[src/rtl/fetch_stage_if.sv]
// Instruction-memory request/response bus between the fetch stage and instruction memory.
interface fetch_stage_if;
    logic [15:0] addr;
    logic        rd;
    logic [15:0] data;
    logic        valid;

    modport master (output addr, output rd, input data, input valid);
    modport slave  (input addr, input rd, output data, output valid);
endinterface

[src/rtl/fetch_stage.sv]
// Instruction-fetch stage: PC register, imem request, IF/ID register, HLT detection.
// Optional bubble counter enabled by defining FETCH_PERF_CNT_EN.
module fetch_stage #(
    parameter logic [15:0] RESET_PC    = 16'h0000,
    parameter logic [3:0]  HALT_OPCODE = 4'hF,
    parameter logic [15:0] NOP_INSTR   = 16'h0000
) (
    input  logic                 clk,
    input  logic                 rst,
    input  logic                 stall,
    input  logic                 branch_taken,
    input  logic [15:0]          branch_target,
    fetch_stage_if.master        imem,
    output logic [15:0]          if_id_pc,
    output logic [15:0]          if_id_pc_plus2,
    output logic [15:0]          if_id_instr,
    output logic                 if_id_valid,
    output logic                 halted,
    output logic [15:0]          fetch_bubbles
);

    typedef enum logic [1:0] {RUN = 2'd0, WAIT = 2'd1, HALT = 2'd2} state_t;

    state_t      state, state_nxt;
    logic [15:0] pc, pc_nxt;
    logic [15:0] if_id_pc_nxt, if_id_pc_plus2_nxt, if_id_instr_nxt;
    logic        if_id_valid_nxt, halted_nxt;
    logic        bubble_load;

    assign imem.addr = pc;
    assign imem.rd   = (state != HALT);

    always_ff @(posedge clk or posedge rst) begin
        if (rst) begin
            state          <= RUN;
            pc             <= RESET_PC;
            if_id_pc       <= 16'h0000;
            if_id_pc_plus2 <= 16'h0000;
            if_id_instr    <= NOP_INSTR;
            if_id_valid    <= 1'b0;
            halted         <= 1'b0;
        end else begin
            state          <= state_nxt;
            pc             <= pc_nxt;
            if_id_pc       <= if_id_pc_nxt;
            if_id_pc_plus2 <= if_id_pc_plus2_nxt;
            if_id_instr    <= if_id_instr_nxt;
            if_id_valid    <= if_id_valid_nxt;
            halted         <= halted_nxt;
        end
    end

    // Priority: redirect, then stall, then memory response.
    always_comb begin
        state_nxt          = state;
        pc_nxt             = pc;
        if_id_pc_nxt       = if_id_pc;
        if_id_pc_plus2_nxt = if_id_pc_plus2;
        if_id_instr_nxt    = if_id_instr;
        if_id_valid_nxt    = if_id_valid;
        halted_nxt         = halted;
        bubble_load        = 1'b0;

        if (branch_taken) begin
            pc_nxt          = {branch_target[15:1], 1'b0};
            if_id_instr_nxt = NOP_INSTR;
            if_id_valid_nxt = 1'b0;
            state_nxt       = RUN;
            halted_nxt      = 1'b0;
            bubble_load     = 1'b1;
        end else if (stall) begin
            // Hold everything; any response this cycle is dropped and re-read.
        end else if (state == HALT) begin
            if_id_instr_nxt = NOP_INSTR;
            if_id_valid_nxt = 1'b0;
            bubble_load     = 1'b1;
        end else if (imem.valid) begin
            if_id_pc_nxt       = pc;
            if_id_pc_plus2_nxt = pc + 16'd2;
            if_id_instr_nxt    = imem.data;
            if_id_valid_nxt    = 1'b1;
            if (imem.data[15:12] == HALT_OPCODE) begin
                state_nxt  = HALT;
                halted_nxt = 1'b1;
            end else begin
                pc_nxt    = pc + 16'd2;
                state_nxt = RUN;
            end
        end else begin
            if_id_instr_nxt = NOP_INSTR;
            if_id_valid_nxt = 1'b0;
            state_nxt       = WAIT;
            bubble_load     = 1'b1;
        end
    end

`ifdef FETCH_PERF_CNT_EN
    logic [15:0] bubble_cnt;

    always_ff @(posedge clk or posedge rst) begin
        if (rst) begin
            bubble_cnt <= 16'h0000;
        end else if (bubble_load && !stall && !halted && (bubble_cnt != 16'hFFFF)) begin
            bubble_cnt <= bubble_cnt + 16'd1;
        end
    end

    assign fetch_bubbles = bubble_cnt;
`else
    assign fetch_bubbles = 16'h0000;
`endif

endmodule

[src/flat_wrapper.sv]
// flat-port wrapper written by rule: the top's interface ports become plain ports
module fetch_stage_flat 
#(
    parameter logic [15:0] RESET_PC    = 16'h0000,
    parameter logic [3:0]  HALT_OPCODE = 4'hF,
    parameter logic [15:0] NOP_INSTR   = 16'h0000
)
  (clk, rst, stall, branch_taken, branch_target, if_id_pc, if_id_pc_plus2, if_id_instr, if_id_valid, halted, fetch_bubbles, imem_addr, imem_rd, imem_data, imem_valid);
  fetch_stage_if imem_i ();
  input  logic clk;
  input  logic rst;
  input  logic stall;
  input  logic branch_taken;
  input  logic [15:0] branch_target;
  output logic [15:0] if_id_pc;
  output logic [15:0] if_id_pc_plus2;
  output logic [15:0] if_id_instr;
  output logic if_id_valid;
  output logic halted;
  output logic [15:0] fetch_bubbles;
  output wire logic [$bits(imem_i.addr)-1:0] imem_addr;
  output wire logic [$bits(imem_i.rd)-1:0] imem_rd;
  input wire logic [$bits(imem_i.data)-1:0] imem_data;
  input wire logic [$bits(imem_i.valid)-1:0] imem_valid;
  assign imem_addr = imem_i.addr;
  assign imem_rd = imem_i.rd;
  assign imem_i.data = imem_data;
  assign imem_i.valid = imem_valid;
  fetch_stage #(.RESET_PC(RESET_PC), .HALT_OPCODE(HALT_OPCODE), .NOP_INSTR(NOP_INSTR)) u_core (.clk(clk), .rst(rst), .stall(stall), .branch_taken(branch_taken), .branch_target(branch_target), .imem(imem_i), .if_id_pc(if_id_pc), .if_id_pc_plus2(if_id_pc_plus2), .if_id_instr(if_id_instr), .if_id_valid(if_id_valid), .halted(halted), .fetch_bubbles(fetch_bubbles));
endmodule
[config.mk]
export PLATFORM = sky130hd
export DESIGN_NAME = fetch_stage_flat
export DESIGN_NICKNAME = d
export VERILOG_FILES = /design/src/rtl/fetch_stage_if.sv /design/src/rtl/fetch_stage.sv /design/src/flat_wrapper.sv
export SDC_FILE = /design/constraint.sdc
export NUM_CORES = 1
export LEC_CHECK = 0
export ABC_AREA = 1
export CORE_MARGIN = 2
export CORE_UTILIZATION = 48
export DETAILED_ROUTE_END_ITERATION = 6
export MAX_ROUTING_LAYER = met4
export PLACE_DENSITY = 0.88
export SETUP_SLACK_MARGIN = 0.2
export SYNTH_ARGS = -nofsm -noshare
export SYNTH_HDL_FRONTEND = slang
export SYNTH_SLANG_ARGS = --single-unit
[constraint.sdc]
create_clock -name clk -period 4.55 [get_ports clk]
set_input_delay 0.91 -clock clk [delete_from_list [all_inputs] [get_ports clk]]
set_output_delay 0.91 -clock clk [all_outputs]
set_load 0.02 [all_outputs]
# [Yosys cells after proc, flatten, opt, wreduce, memory -nomap -nowiden]
# Cells that the tools add are included.
[word_totals] register_bits=68 in_bits=37 out_inout_bits=83 wordCells=46
[op_classes] n_addsub=1 n_eq_ne=6 mux=23 n_bitwise=3 reduce_logical=6
[ops] cell="two-way mux 16 bit" n=9
[ops] cell="adder 16 x 2 -> 16 bit (second input constant)" n=1
[ops] cell="AND reduction 4 bit" n=3
[ops] cell="two-way mux 2 bit" n=5
[ops] cell="two-way mux 1 bit" n=9
[ops] cell="!= test 2 bit (second input constant)" n=3
[ops] cell="== test 4 bit (second input constant)" n=1
[ops] cell="nonzero test 2 bit" n=2
[ops] cell="inverter 1 bit" n=3
[ops] cell="== test 2 bit (second input constant)" n=1
[ops] cell="!= test 2 x 1 -> 1 bit (second input constant)" n=1
[ops] cell="AND reduction 2 bit" n=1

# [Longest topological paths before layout]
[logic_depth] ltp_word=6 ltp_mapped=9

# [Least setup slack after synthesis]
# OpenSTA, ideal clock, no wires.
[synth_path] kind="input -> register" startpoint="input stall" endpoint="register u_core.if_id_pc[5]" setup_time_ps=122 arrival_ps=1683 slack_ps=2745 cell_stages=8 cell_sequence="buf_6 > inv_2 > nand2_2 > nor2_4 > nand2_4 > clkbuf_1 > nand2_1 > o21ai_1"
[synth_via] elab_chain_len=2
[synth_lines] element="from (decl)" line="flat_wrapper.sv:12" text="input logic stall;"
[synth_lines] element="inverter 1 bit (no line)"
[synth_lines] element="AND reduction 4 bit (no line)"
[synth_lines] element="to (signal assigned)" line="fetch_stage.sv:45" text="if_id_pc <= if_id_pc_nxt;"
[synth_lines] element="to (decl)" line="fetch_stage.sv:14" text="output logic [15:0] if_id_pc,"
# No other way between the ends.
# A chain may end at the register's enable or synchronous reset.

# [Worst setup path after layout]
[layout_path] startpoint="input branch_taken" endpoint="register u_core.if_id_pc_plus2[11]"
[layout_via] elab_chain_len=2
[layout_lines] element="from (decl)" line="flat_wrapper.sv:13" text="input logic branch_taken;"
[layout_lines] element="inverter 1 bit (no line)"
[layout_lines] element="AND reduction 4 bit (no line)"
[layout_lines] element="to (signal assigned)" line="fetch_stage.sv:46" text="if_id_pc_plus2 <= if_id_pc_plus2_nxt;"
[layout_lines] element="to (decl)" line="fetch_stage.sv:15" text="output logic [15:0] if_id_pc_plus2,"
# No other way between the ends.

==> flow_summary_export.csv <==
group,metric,value,unit
run_status,status,"finished clean",
finish,multi_input_area,0.00129,mm2
critical_path,worst-setup-path-type,"in -> reg",
yosys,synth_seq_cells,65,
min_path,hold_end,"u_core.if_id_pc_plus2[3]$_DFFE_PP0P_",
yosys,synth_top_family_by_area,"simple AND/OR/NAND/NOR gates",
finish,stdcell_area,0.00437,mm2
yosys,synth_compound_area_share,5.56,%
finish,num-fill-cells,498,
yosys,synthCells,407,
sta,finalCritPeriodShare,64.0,%
grt,grt_max_degree,43,
placed_design,place_area,0.00415,mm2
die,rows,29,
finish,drive_gt1_share,5.88,%
detailed_routing,avgViaCountPerCell,5.12,
cts,hold_buffers,0,
detailed_routing,drcViolationCount,0,
finish,n_antenna_cell,0,
sta,layout_min_cycle_time,2910,ps
critical_path,start_kind,"input port",
cts,clock_latency,340,ps
yosys,synthXorXnorAreaFrac,0.823,%
sta,drv_slew,0,
power_and_ir_drop,power,1760,uW
cts,cts_max_path_buffers,2,
cts,path_clk_slew,70,ps
die,die_h,85.6,um
detailed_routing,ant_nets,0,
power_and_ir_drop,p_comb_share,28.3,%
sta,fmax,344,MHz
detailed_routing,wl,8280,um
power_and_ir_drop,clkPwrFrac,30.6,%
power_and_ir_drop,p_int,1210,uW
critical_path,rr_startpoint,"u_core.imem.addr[1]$_DFFE_PP0P_",
yosys,synth_top_area_share,50.9,%
yosys,yosysTopAreaCell,"dfrtp_1",
cts,root_buffer,"clkbuf_8",
cts,cts_resized,0,
cts,cts.htree.levels,3,
yosys,yosys_most_used_dff,"dfrtp_1",
job,max_cap_viol_count,0,
yosys,synth.area.top_cells,"dfrtp_1, nand2_1, nand3_1, buf_4, nor2_1",
placed_design,gp_congestion,0.887,
power_and_ir_drop,p_switching,553,uW
power_and_ir_drop,seqPwrFrac,41.0,%
yosys,synth_most_common_cell,"nand2_1",
yosys,synthSimpleGateAreaFrac,31.4,%
critical_path,r2r_cells,7,
yosys,synth_edf_count,0,
cts,post_cts_buffers,0,
grt,grt_pass1_wl,13700,um
power_and_ir_drop,power_density,402,mW/mm2
grt,grt_remaining_overflow,0,
yosys,seq_area_frac_synth,50.9,%
finish,area_delta_synth_final,36.9,%
yosys,synthMuxAreaShare,0,%
yosys,synth_common_cells,"nand2_1, dfrtp_1, nand3_1",
yosys,syn_avg_cell_area,7.85,um2
critical_path,endpoint_kind,"flip-flop",
grt,grt_pass1_vias,2916,
die,ios,120,
sta,relSlewSlack,49.4,%
cts,numCtsBuffers,9,
die,die_w,85.6,um
die,dieArea,0.00732,mm2
critical_path,reg2reg_slack,2920,ps
die,core_area,0.00639,mm2
power_and_ir_drop,power.leakage,0.00217,uW
critical_path,crit_fanout,40,
yosys,ys_types,25,
min_path,worstHoldStart,"u_core.if_id_pc_plus2[3]$_DFFE_PP0P_",
power_and_ir_drop,irDropWorstVdd,0.000360,V
yosys,synthAdderAreaFrac,0.392,%
cts,cts.sinks,65,
sta,fin_tns_setup,0,ps
sta,rsz0062_at_grt,"false",
yosys,ys_warn_count,0,
sta,worst_pin_slew,759,ps
finish,final_nets,543,
min_path,min_path_type,"reg -> reg",
grt,grt_use_total,24.4,%
sta,hold_violations,0,
placed_design,portBuffers,99,
placed_design,hpwl,5700,um
yosys,synth_area,0.00319,mm2
critical_path,worstPathArrival,3130,ps
die,initial_core_util,50.0,%
detailed_routing,dr.pass1.iters,5,
power_and_ir_drop,p_sw_share,31.4,%
min_path,min_path_cells,2,
detailed_routing,wl_per_cell,14.1,um
yosys,async_flop_share,100,%
critical_path,worstReg2RegEnd,"u_core.if_id_pc_plus2[9]$_DFFE_PP0P_",
cts,cts_tree,"yes",
sta,clock_skew,9.01,ps
critical_path,startpoint,"branch_taken",
critical_path,worstPathRequired,4770,ps
grt,antenna_found_initial,0,
detailed_routing,vias,3008,
sta,setup_viol_count_final,0,
detailed_routing,drtIter0Drc,223,
finish,register_area,0.00163,mm2
==> cell families (layout without fill, tap and decap cells) <==
kind of cell    count (synthesis)  count (layout)
compound gates                 32              32
xor+xnor                        3               3
fa+ha+maj                       1               1
buf+inv                        65             150
flops                          65              65
other cells                     1              19
simple gates                  240             240
==> metrics by stage <==
stage	hold WS, ps	cells	utilization, %	setup slack, ps
final	483	587	68.5	1640
after global placement	464	571	64.9	1360
after global routing	501	587	68.5	1420
after detailed placement	464	571	64.9	1330
after CTS	483	587	68.5	1670
after floorplan	499	425	-	2010
==> how the worst max path moves through the flow <==
stage                     slack, ps  cells past startpoint                                     to
after floorplan                2010                      1              u_core.halted$_DFFE_PP0P_
after global placement         1360                      6  u_core.if_id_pc_plus2[11]$_DFFE_PP0P_
after detailed placement       1330                      6  u_core.if_id_pc_plus2[11]$_DFFE_PP0P_
after CTS                      1670                      5   u_core.if_id_pc_plus2[9]$_DFFE_PP0P_
after global routing           1420                      6   u_core.if_id_pc_plus2[7]$_DFFE_PP0P_
final                          1640                      6  u_core.if_id_pc_plus2[11]$_DFFE_PP0P_
==> power groups by stage <==
stage	logic, uW	clock network, uW	registers, uW
2_1_floorplan	176	0	821
3_3_place_gp	487	0	728
3_5_place_dp	495	0	730
4_1_cts	500	550	721
5_1_grt	539	571	732
6_report	498	539	722
==> registers in the layout, indices dropped and copies added, names as in the netlist <==
register / cells
u_core.halted: 1
u_core.if_id_instr: 16
u_core.if_id_pc: 15
u_core.if_id_pc_plus2: 15
u_core.if_id_valid: 1
u_core.imem.addr: 15
u_core.state: 2
==> layout by cell type, fill, tap and decap left out, types with 6 or more instances in the layout <==
master | synthesis | final
nand3_1 | 47 | 47
nand4_1 | 7 | 7
o21ai_0 | 6 | 6
conb_1 | 1 | 19
clkdlybuf4s50_1 | 0 | 99
o21ai_1 | 18 | 18
clkinv_1 | 6 | 6
clkbuf_8 | 0 | 14
nand2_1 | 152 | 152
inv_1 | 21 | 20
nor2_1 | 28 | 28
dfrtp_1 | 65 | 65
==> cell type report <==
type	count	area share [%]
inverters	32	2.77
flip-flops and latches	65	37.2
clock inverters	1	0.686
multi-input cells	295	29.5
clock buffers	15	4.49
well taps	77	2.20
repair buffers	102	23.2
==> per-layer routing <==
layer / vias up / wire length [um] / track usage [%]
met5: - / 0 / -
met4: 0 / 257 / 12.3
met3: 26 / 576 / 4.43
li1: 1445 / - / -
met2: 132 / 3860 / 37.8
met1: 1405 / 3580 / 31.0
==> critical path, stage by stage <==
cell,delay [ps]
clkdlybuf4s50_1,810
inv_2,450
nand2_4,190
clkinv_2,410
nand3_1,280
nand2_1,70
Power figures use the tool's default switching activity.
